==> src/rtl/rob_multi_wb_pkg.sv <==
// Shared opcode ids, class decoders and the mispredict redirect rule for the reorder buffer.
package rob_multi_wb_pkg;

   localparam int ROB_WIDTH_DEF = 3;
   localparam int NUM_WB_DEF    = 2;

   localparam logic [5:0] OP_LUI   = 6'd1;
   localparam logic [5:0] OP_AUIPC = 6'd2;
   localparam logic [5:0] OP_JAL   = 6'd3;
   localparam logic [5:0] OP_JALR  = 6'd4;
   localparam logic [5:0] OP_BEQ   = 6'd5;
   localparam logic [5:0] OP_BNE   = 6'd6;
   localparam logic [5:0] OP_BLT   = 6'd7;
   localparam logic [5:0] OP_BGE   = 6'd8;
   localparam logic [5:0] OP_BLTU  = 6'd9;
   localparam logic [5:0] OP_BGEU  = 6'd10;
   localparam logic [5:0] OP_LW    = 6'd13;
   localparam logic [5:0] OP_SB    = 6'd16;
   localparam logic [5:0] OP_SH    = 6'd17;
   localparam logic [5:0] OP_SW    = 6'd18;
   localparam logic [5:0] OP_ADD   = 6'd28;

   function automatic logic is_branch_op(input logic [5:0] op);
      return (op >= OP_BEQ) && (op <= OP_BGEU);
   endfunction

   function automatic logic is_store_op(input logic [5:0] op);
      return (op >= OP_SB) && (op <= OP_SW);
   endfunction

   function automatic logic is_jalr_op(input logic [5:0] op);
      return op == OP_JALR;
   endfunction

   // A branch that resolved not-taken resumes at the fall-through PC, everything else at its target.
   function automatic logic [31:0] redirect_pc(input logic jalr, input logic taken,
                                               input logic [31:0] pc, input logic [31:0] target);
      return (jalr || taken) ? target : pc + 32'd4;
   endfunction

endpackage

==> src/rtl/rob_operand_bypass.sv <==
// Operand lookup for one issue port: a same-cycle writeback match overrides the stored entry.
// Purely combinational; the highest matching channel wins.
module rob_operand_bypass
   import rob_multi_wb_pkg::*;
#(
   parameter int ROB_WIDTH = ROB_WIDTH_DEF,
   parameter int NUM_WB    = NUM_WB_DEF
) (
   input  logic [ROB_WIDTH-1:0]        i_dep,
   input  logic [NUM_WB-1:0]           i_wb_valid,
   input  logic [NUM_WB*ROB_WIDTH-1:0] i_wb_idx,
   input  logic [NUM_WB*32-1:0]        i_wb_val,
   input  logic                        i_stored_rdy,
   input  logic [31:0]                 i_stored_val,
   output logic                        o_rdy,
   output logic [31:0]                 o_val
);

   always_comb begin
      o_rdy = i_stored_rdy;
      o_val = i_stored_val;
      for (int ch = 0; ch < NUM_WB; ch++) begin
         if (i_wb_valid[ch] && (i_wb_idx[ch*ROB_WIDTH +: ROB_WIDTH] == i_dep)) begin
            o_rdy = 1'b1;
            o_val = i_wb_val[ch*32 +: 32];
         end
      end
   end

endmodule

==> src/rtl/rob_multi_wb.sv <==
// Reorder buffer with NUM_WB writeback buses, in-order single commit and registered mispredict flush.
// Commit/flush appear one edge after the head is ready; issue is refused only when full and not retiring.
module rob_multi_wb
   import rob_multi_wb_pkg::*;
#(
   parameter int ROB_WIDTH = ROB_WIDTH_DEF,
   parameter int NUM_WB    = NUM_WB_DEF
) (
   input  logic                        clk_in,
   input  logic                        rst_in,
   input  logic                        rdy_in,
   input  logic                        issue_valid,
   input  logic [5:0]                  issue_op_id,
   input  logic [4:0]                  issue_rd,
   input  logic [31:0]                 issue_pc,
   input  logic                        issue_pred_taken,
   input  logic                        issue_ready,
   input  logic [31:0]                 issue_val,
   output logic                        rob_full,
   output logic [ROB_WIDTH-1:0]        rob_new_idx,
   input  logic [NUM_WB-1:0]           wb_valid,
   input  logic [NUM_WB*ROB_WIDTH-1:0] wb_idx,
   input  logic [NUM_WB*32-1:0]        wb_val,
   input  logic [NUM_WB-1:0]           wb_taken,
   input  logic [NUM_WB*32-1:0]        wb_target,
   input  logic [ROB_WIDTH-1:0]        rs1_dep,
   input  logic [ROB_WIDTH-1:0]        rs2_dep,
   output logic                        rs1_rdy,
   output logic                        rs2_rdy,
   output logic [31:0]                 rs1_val,
   output logic [31:0]                 rs2_val,
   output logic                        commit_valid,
   output logic [ROB_WIDTH-1:0]        commit_idx,
   output logic [4:0]                  commit_rd,
   output logic [31:0]                 commit_val,
   output logic                        commit_is_store,
   output logic                        commit_br,
   output logic                        commit_taken,
   output logic [31:0]                 commit_pc,
   output logic                        flush_out,
   output logic [31:0]                 flush_pc
);

   localparam int DEPTH = 1 << ROB_WIDTH;

   logic [ROB_WIDTH-1:0] r_head;
   logic [ROB_WIDTH-1:0] r_tail;
   logic [ROB_WIDTH:0]   r_count;
   logic [DEPTH-1:0]     r_rdy;
   logic [DEPTH-1:0]     r_pred;
   logic [DEPTH-1:0]     r_taken;
   logic [31:0]          r_val [DEPTH];
   logic [31:0]          r_pc  [DEPTH];
   logic [31:0]          r_tgt [DEPTH];
   logic [5:0]           r_op  [DEPTH];
   logic [4:0]           r_rd  [DEPTH];

   logic                 r_commit_valid;
   logic [ROB_WIDTH-1:0] r_commit_idx;
   logic [4:0]           r_commit_rd;
   logic [31:0]          r_commit_val;
   logic                 r_commit_is_store;
   logic                 r_commit_br;
   logic                 r_commit_taken;
   logic [31:0]          r_commit_pc;
   logic                 r_flush;
   logic [31:0]          r_flush_pc;

   logic                 w_full;
   logic                 w_fire;
   logic                 w_mispred;
   logic                 w_issue;
   logic [5:0]           w_head_op;
   logic [DEPTH-1:0]     w_occ;
   logic [DEPTH-1:0]     w_wb_hit;
   logic [DEPTH-1:0]     w_wb_tk;
   logic [31:0]          w_wb_val [DEPTH];
   logic [31:0]          w_wb_tgt [DEPTH];

   assign w_full    = (r_count == (ROB_WIDTH+1)'(DEPTH));
   assign w_head_op = r_op[r_head];
   assign w_fire    = rdy_in && (r_count != '0) && r_rdy[r_head];
   assign w_mispred = w_fire && (is_jalr_op(w_head_op) ||
                      (is_branch_op(w_head_op) && (r_taken[r_head] != r_pred[r_head])));
   // Retiring the head frees its slot on the same edge, so a full buffer can still accept one issue.
   assign w_issue   = rdy_in && issue_valid && (!w_full || w_fire) && !w_mispred;

   for (genvar g = 0; g < DEPTH; g++) begin : g_occ
      logic [ROB_WIDTH-1:0] w_off;
      assign w_off    = ROB_WIDTH'(g) - r_head;
      assign w_occ[g] = ({1'b0, w_off} < r_count);
   end

   always_comb begin
      for (int i = 0; i < DEPTH; i++) begin
         w_wb_hit[i] = 1'b0;
         w_wb_tk[i]  = 1'b0;
         w_wb_val[i] = '0;
         w_wb_tgt[i] = '0;
         for (int ch = 0; ch < NUM_WB; ch++) begin
            if (wb_valid[ch] && (wb_idx[ch*ROB_WIDTH +: ROB_WIDTH] == ROB_WIDTH'(i))) begin
               w_wb_hit[i] = 1'b1;
               w_wb_tk[i]  = wb_taken[ch];
               w_wb_val[i] = wb_val[ch*32 +: 32];
               w_wb_tgt[i] = wb_target[ch*32 +: 32];
            end
         end
      end
   end

   always_ff @(posedge clk_in or negedge rst_in) begin
      if (!rst_in) begin
         r_head            <= '0;
         r_tail            <= '0;
         r_count           <= '0;
         r_rdy             <= '0;
         r_pred            <= '0;
         r_taken           <= '0;
         r_commit_valid    <= 1'b0;
         r_commit_idx      <= '0;
         r_commit_rd       <= '0;
         r_commit_val      <= '0;
         r_commit_is_store <= 1'b0;
         r_commit_br       <= 1'b0;
         r_commit_taken    <= 1'b0;
         r_commit_pc       <= '0;
         r_flush           <= 1'b0;
         r_flush_pc        <= '0;
         for (int i = 0; i < DEPTH; i++) begin
            r_val[i] <= '0;
            r_pc[i]  <= '0;
            r_tgt[i] <= '0;
            r_op[i]  <= '0;
            r_rd[i]  <= '0;
         end
      end else if (rdy_in) begin
         r_commit_valid <= w_fire;
         r_flush        <= w_mispred;
         if (w_fire) begin
            r_commit_idx      <= r_head;
            r_commit_rd       <= r_rd[r_head];
            r_commit_val      <= r_val[r_head];
            r_commit_is_store <= is_store_op(w_head_op);
            r_commit_br       <= is_branch_op(w_head_op);
            r_commit_taken    <= r_taken[r_head];
            r_commit_pc       <= r_pc[r_head];
         end
         if (w_mispred) begin
            r_flush_pc <= redirect_pc(is_jalr_op(w_head_op), r_taken[r_head],
                                      r_pc[r_head], r_tgt[r_head]);
            r_head     <= '0;
            r_tail     <= '0;
            r_count    <= '0;
            r_rdy      <= '0;
         end else begin
            if (w_fire) r_head <= r_head + ROB_WIDTH'(1);
            for (int i = 0; i < DEPTH; i++) begin
               if (w_wb_hit[i] && w_occ[i]) begin
                  r_rdy[i]   <= 1'b1;
                  r_val[i]   <= w_wb_val[i];
                  r_taken[i] <= w_wb_tk[i];
                  r_tgt[i]   <= w_wb_tgt[i];
               end
            end
            // Issue is written last so it overrides a stale writeback to the slot it reuses.
            if (w_issue) begin
               r_rdy[r_tail]   <= issue_ready;
               r_val[r_tail]   <= issue_val;
               r_pred[r_tail]  <= issue_pred_taken;
               r_taken[r_tail] <= 1'b0;
               r_tgt[r_tail]   <= '0;
               r_pc[r_tail]    <= issue_pc;
               r_op[r_tail]    <= issue_op_id;
               r_rd[r_tail]    <= issue_rd;
               r_tail          <= r_tail + ROB_WIDTH'(1);
            end
            r_count <= r_count + (ROB_WIDTH+1)'(w_issue) - (ROB_WIDTH+1)'(w_fire);
         end
      end else begin
         r_commit_valid <= 1'b0;
         r_flush        <= 1'b0;
      end
   end

   rob_operand_bypass #(.ROB_WIDTH(ROB_WIDTH), .NUM_WB(NUM_WB)) u_bypass_rs1 (
      .i_dep        (rs1_dep),
      .i_wb_valid   (wb_valid),
      .i_wb_idx     (wb_idx),
      .i_wb_val     (wb_val),
      .i_stored_rdy (r_rdy[rs1_dep]),
      .i_stored_val (r_val[rs1_dep]),
      .o_rdy        (rs1_rdy),
      .o_val        (rs1_val)
   );

   rob_operand_bypass #(.ROB_WIDTH(ROB_WIDTH), .NUM_WB(NUM_WB)) u_bypass_rs2 (
      .i_dep        (rs2_dep),
      .i_wb_valid   (wb_valid),
      .i_wb_idx     (wb_idx),
      .i_wb_val     (wb_val),
      .i_stored_rdy (r_rdy[rs2_dep]),
      .i_stored_val (r_val[rs2_dep]),
      .o_rdy        (rs2_rdy),
      .o_val        (rs2_val)
   );

   assign rob_full        = w_full;
   assign rob_new_idx     = r_tail;
   assign commit_valid    = r_commit_valid & rdy_in;
   assign commit_idx      = r_commit_idx;
   assign commit_rd       = r_commit_rd;
   assign commit_val      = r_commit_val;
   assign commit_is_store = r_commit_is_store;
   assign commit_br       = r_commit_br;
   assign commit_taken    = r_commit_taken;
   assign commit_pc       = r_commit_pc;
   assign flush_out       = r_flush & rdy_in;
   assign flush_pc        = r_flush_pc;

endmodule
==> config.mk <==
export PLATFORM = sky130hd
export DESIGN_NAME = rob_multi_wb
export DESIGN_NICKNAME = d
export VERILOG_FILES = /design/src/rtl/rob_multi_wb_pkg.sv /design/src/rtl/rob_operand_bypass.sv /design/src/rtl/rob_multi_wb.sv
export SDC_FILE = /design/constraint.sdc
export NUM_CORES = 2
export LEC_CHECK = 0
export BUFFER_PORTS_ARGS = -buffer_cell sky130_fd_sc_hd__buf_2
export CORE_ASPECT_RATIO = 1.1
export CORE_MARGIN = 8
export CORE_UTILIZATION = 29
export CTS_CLUSTER_DIAMETER = 60
export DETAILED_ROUTE_END_ITERATION = 8
export SYNTH_ARGS = -nofsm -noshare
export SYNTH_HDL_FRONTEND = slang
export SYNTH_HIERARCHICAL = 1
export SYNTH_SLANG_ARGS = --single-unit
==> constraint.sdc <==
create_clock -name clk_in -period 5.3 [get_ports clk_in]
set_input_delay 0.265 -clock clk_in [delete_from_list [all_inputs] [get_ports clk_in]]
set_output_delay 0.265 -clock clk_in [all_outputs]
set_load 0.05 [all_outputs]
==> run_results.csv <==
group,metric,value,unit
detailed_routing,dr_vias_cell,5.602,
floorplanning,floorplan.die_area,219400,um^2
pwr,p_leak,30.08,nW
setup_path,reg2regPathDepth,9,
setup_path,worst_setup_path_start_kind,"register",
setup_path,critical-path-top-cell-by-count,"sky130_fd_sc_hd__buf_4",
logic_synthesis,synth_cell_type_count,69,
sta,grt_setup_unrepaired,"false",
layout,share_of_final_layout_standard_cells_stronger_than_drive_strength_1,0.2436,
run_status,outcome,"finished, final reports clean",
grt,first_global_vias,49410,
setup_path,worst-endpoint-required,5.90,ns
grt,global_route_wire_length_before_repair,344200,um
setup_path,register_to_register_path_setup_slack,1.01,ns
run,maxCapViolCount,0,
setup_path,critPathSlowestCell,"sky130_fd_sc_hd__and3_4",
sta,period_needed,4.292,ns
layout,syn_to_final_growth,16.63,%
logic_synthesis,synth_top_cell_by_area,"sky130_fd_sc_hd__dfrtp_1",
clock_tree,cts_setup_buffers,0,
detailed_routing,met3WireLength,19160,um
sta,fin_hold_viols,0,
layout,regArea,25010,um^2
grt,antenna_found_initial,83,
pwr,seq_pwr_share,0.338,
clock_tree,cts_resized,0,
pwr,clockPowerShare,0.190,
floorplanning,area_of_the_core_region,204000,um^2
sta,finalSetupTns,0,ns
logic_synthesis,synth-async-reset-ratio,1.000,
detailed_routing,detail_route.drc_violations,0,
sta,max_slew_margin,0.1708,
sta,worst_hold_slack,0.05533,ns
detailed_routing,totalWireLength,234200,um
setup_path,worstSetupEndpoint,"r_tgt[248]",
grt,overflow,0,
floorplanning,fp.dieW,447.3,um
logic_synthesis,edff_count_synth,0,
sta,max_clock_skew,0.05751,ns
layout,layout.nets,6068,
clock_tree,cts.clk_slew.worst_paths,0.06,ns
setup_path,timing_worst_setup_path_type,"reg2reg",
pwr,peakVddDrop,0.4054,mV
clock_tree,clk_path_buf_depth,3,
pwr,power.share.combinational,0.472,
pwr,netSwitchingFraction,0.4254,
logic_synthesis,ys_dominant_reg_cell,"sky130_fd_sc_hd__dfrtp_1",
pwr,p_int,24.26,mW
logic_synthesis,synthCells,5641,
setup_path,r2r-start,"r_head[2]",
clock_tree,cts_buffers,104,
logic_synthesis,synth.top_cells.by_area,"sky130_fd_sc_hd__dfrtp_1 (42%), sky130_fd_sc_hd__mux4_2 (13%), sky130_fd_sc_hd__mux2i_1 (9.7%)",
setup_path,slowest_delay,0.83,ns
logic_synthesis,synth_warnings,6,
setup_path,cp-end-kind,"register",
clock_tree,cts_htree_levels,3,
logic_synthesis,synth_commonest_cells,"sky130_fd_sc_hd__dfrtp_1 (999), sky130_fd_sc_hd__nand2_1 (969), sky130_fd_sc_hd__nor2_1 (578), sky130_fd_sc_hd__mux2i_1 (573), sky130_fd_sc_hd__a211oi_1 (427)",
detailed_routing,maxUsedRoutingLayer,"met5",
pwr,p_switching,17.96,mW
detailed_routing,routed_wire_length_per_instance,26.98,um
setup_path,worst-path-max-fanout,74,
floorplanning,initial_core_util,0.2909,
detailed_routing,drt.antenna.violating_nets,0,
setup_path,worstSetupStartpoint,"r_head[2]",
floorplanning,fp-row-count,174,
layout,final_area,69210,um^2
detailed_routing,wirelength_met1,91270,um
floorplanning,fp.dieH,490.4,um
sta,worst_pin_slew,1.234,ns
clock_tree,cts_tree,"done",
sta,setup_viol,0,
clock_tree,clkLatencyLatePin,0.75,ns
detailed_routing,detailroute.via_count,48630,
setup_path,path_cells,"mux4_2 -> mux2i_1 -> and4bb_1 -> and3_1 -> nor2_4 -> buf_4 -> and3_4 -> buf_4 -> a211oi_1",
logic_synthesis,synth.yosys.seq_area_share,0.4213,
place,gp_congestion,0.8641,
logic_synthesis,yosysMostFrequentCell,"sky130_fd_sc_hd__dfrtp_1",
detailed_routing,routed-wl-met2,106400,um
grt,globalRouteTotalUtil,0.2064,
place,dp_hpwl,146800,um
grt,grt_max_degree,192,
sta,max_clock_freq,233.0,MHz
detailed_routing,drtPass1Iterations,7,
min_path,worstHoldPathType,"in2reg",
logic_synthesis,post_synth.cell_area_avg,10.52,um^2
logic_synthesis,ys_ff_latch,999,
detailed_routing,detail_route.iter0.violations,4791,
setup_path,endpoint_of_the_worst_register_to_register_path,"r_tgt[248]",
clock_tree,clockRootBuffer,"sky130_fd_sc_hd__clkbuf_16",
sta,finalCritPeriodShare,0.8099,
setup_path,worstPathArrival,4.90,ns
layout,multiInputGateArea,31490,um^2
sta,slew_violations,0,
logic_synthesis,post-synth-top-area-fraction,0.4213,
place,place.port_buffers,403,
clock_tree,tritoncts_num_sinks,999,
logic_synthesis,synth_net_count,5889,
place,place_area,63630,um^2
clock_tree,hold_buffers_post_cts,176,
layout,num-fill-cells,20370,
floorplanning,total_i_o_pin_count,404,
pwr,power.density,610.0,nW/um^2
logic_synthesis,syn-cell-area,59340,um^2
worst max-delay path: cells and delay by family, from the launching register on:
kind	cells	cell delay (ns)
AO/OA/AOI/OAI	1	0.08
AND/OR/NAND/NOR	4	1.52
flip-flops	1	0.80
multiplexers	2	0.68
buffers and inverters	2	1.01
metal layers:
| metal | global-route usage | up-vias |
|---|---|---|
| li1 | - | 20740 |
| met1 | 0.2579 | 24660 |
| met2 | 0.3209 | 2467 |
| met3 | 0.04438 | 732 |
| met4 | 0.1362 | 36 |
| met5 | 0 | - |
how the worst min path moves through the flow:
stage / to / cells past startpoint / startpoint / slack, ns
2_1_floorplan: commit_br / 0 / rst_in / -0.03
3_3_place_gp: commit_val[9] / 1 / rst_in / 0.36
3_5_place_dp: r_val[201] / 1 / rst_in / 0.36
4_1_cts: r_val[207] / 5 / wb_val[15] / 0.002
5_1_grt: r_val[239] / 5 / wb_val[15] / 0.07
6_report: r_val[207] / 5 / wb_val[15] / 0.06
final cells by class:
class                           instances  share of cell area
Clock buffer                          141             0.04341
Timing Repair Buffer                  715             0.07777
Clock inverter                         48            0.009997
Tap cell                             2728             0.04932
Inverter                               22            0.001338
Antenna cell                           51            0.001844
Multi-Input combinational cell       3978              0.4550
Sequential cell                       999              0.3614
power by group through the flow:
stage	Clock [mW]	Sequential, mW	Combinational, mW
after floorplan	0	14.4	13.1
after global placement	0	14.0	19.4
after detailed placement	0	14.3	19.7
after CTS	8.15	14.2	19.9
after global routing	8.40	14.6	21.3
final	8.02	14.3	19.9
layout by cell type (no fill, tap or decap), drive strengths merged, types with 7 or more instances in the layout:
cell	synthesis	layout
a211oi	427	427
a21o	165	165
a21oi	78	78
a31oi	106	106
buf	415	539
bufinv	0	13
clkbuf	227	141
clkinv	0	27
dfrtp	999	999
diode	0	51
dlygate4sd3	0	176
ha	22	22
inv	22	26
mux2	304	304
mux2i	573	573
mux4	337	337
nand2	1009	1009
nand2b	9	9
nand3	17	17
nand4	8	8
nor2	579	579
nor3	36	36
nor4	14	14
o211ai	97	97
o21ai	60	60
o22ai	7	7
xnor2	35	35
xor2	15	15
per-stage QoR:
step	instances	setup slack (ns)	util	total power, mW
floorplan	5641	1.016	-	27.49
global placement	8266	1.169	0.3119	33.39
detailed placement	8266	1.069	0.3119	33.98
CTS	8631	1.060	0.3387	42.20
global route	8662	0.8359	0.3390	44.37
finish	8682	1.008	0.3393	42.22
cell families after synthesis:
logic type	after synthesis	synth area share
fa+ha+maj	23	0.004976
simple gates	1707	0.1164
buf+inv	664	0.05062
mux	1214	0.2822
compound gates	984	0.1172
xor+xnor	50	0.007379
flops	999	0.4213
state kept, by name, indices dropped and copies added (netlist names), 3 cells and up:
name         flops
commit_val      32
flush_pc        32
r_pred           8
r_pc           256
r_rd            40
r_count          4
commit_idx       3
r_val          256
r_tgt          256
rob_new_idx      3
r_op            48
commit_rd        5
r_taken          8
r_rdy            8
r_head           3
commit_pc       32
No activity file was read; power rests on OpenSTA's default activity.
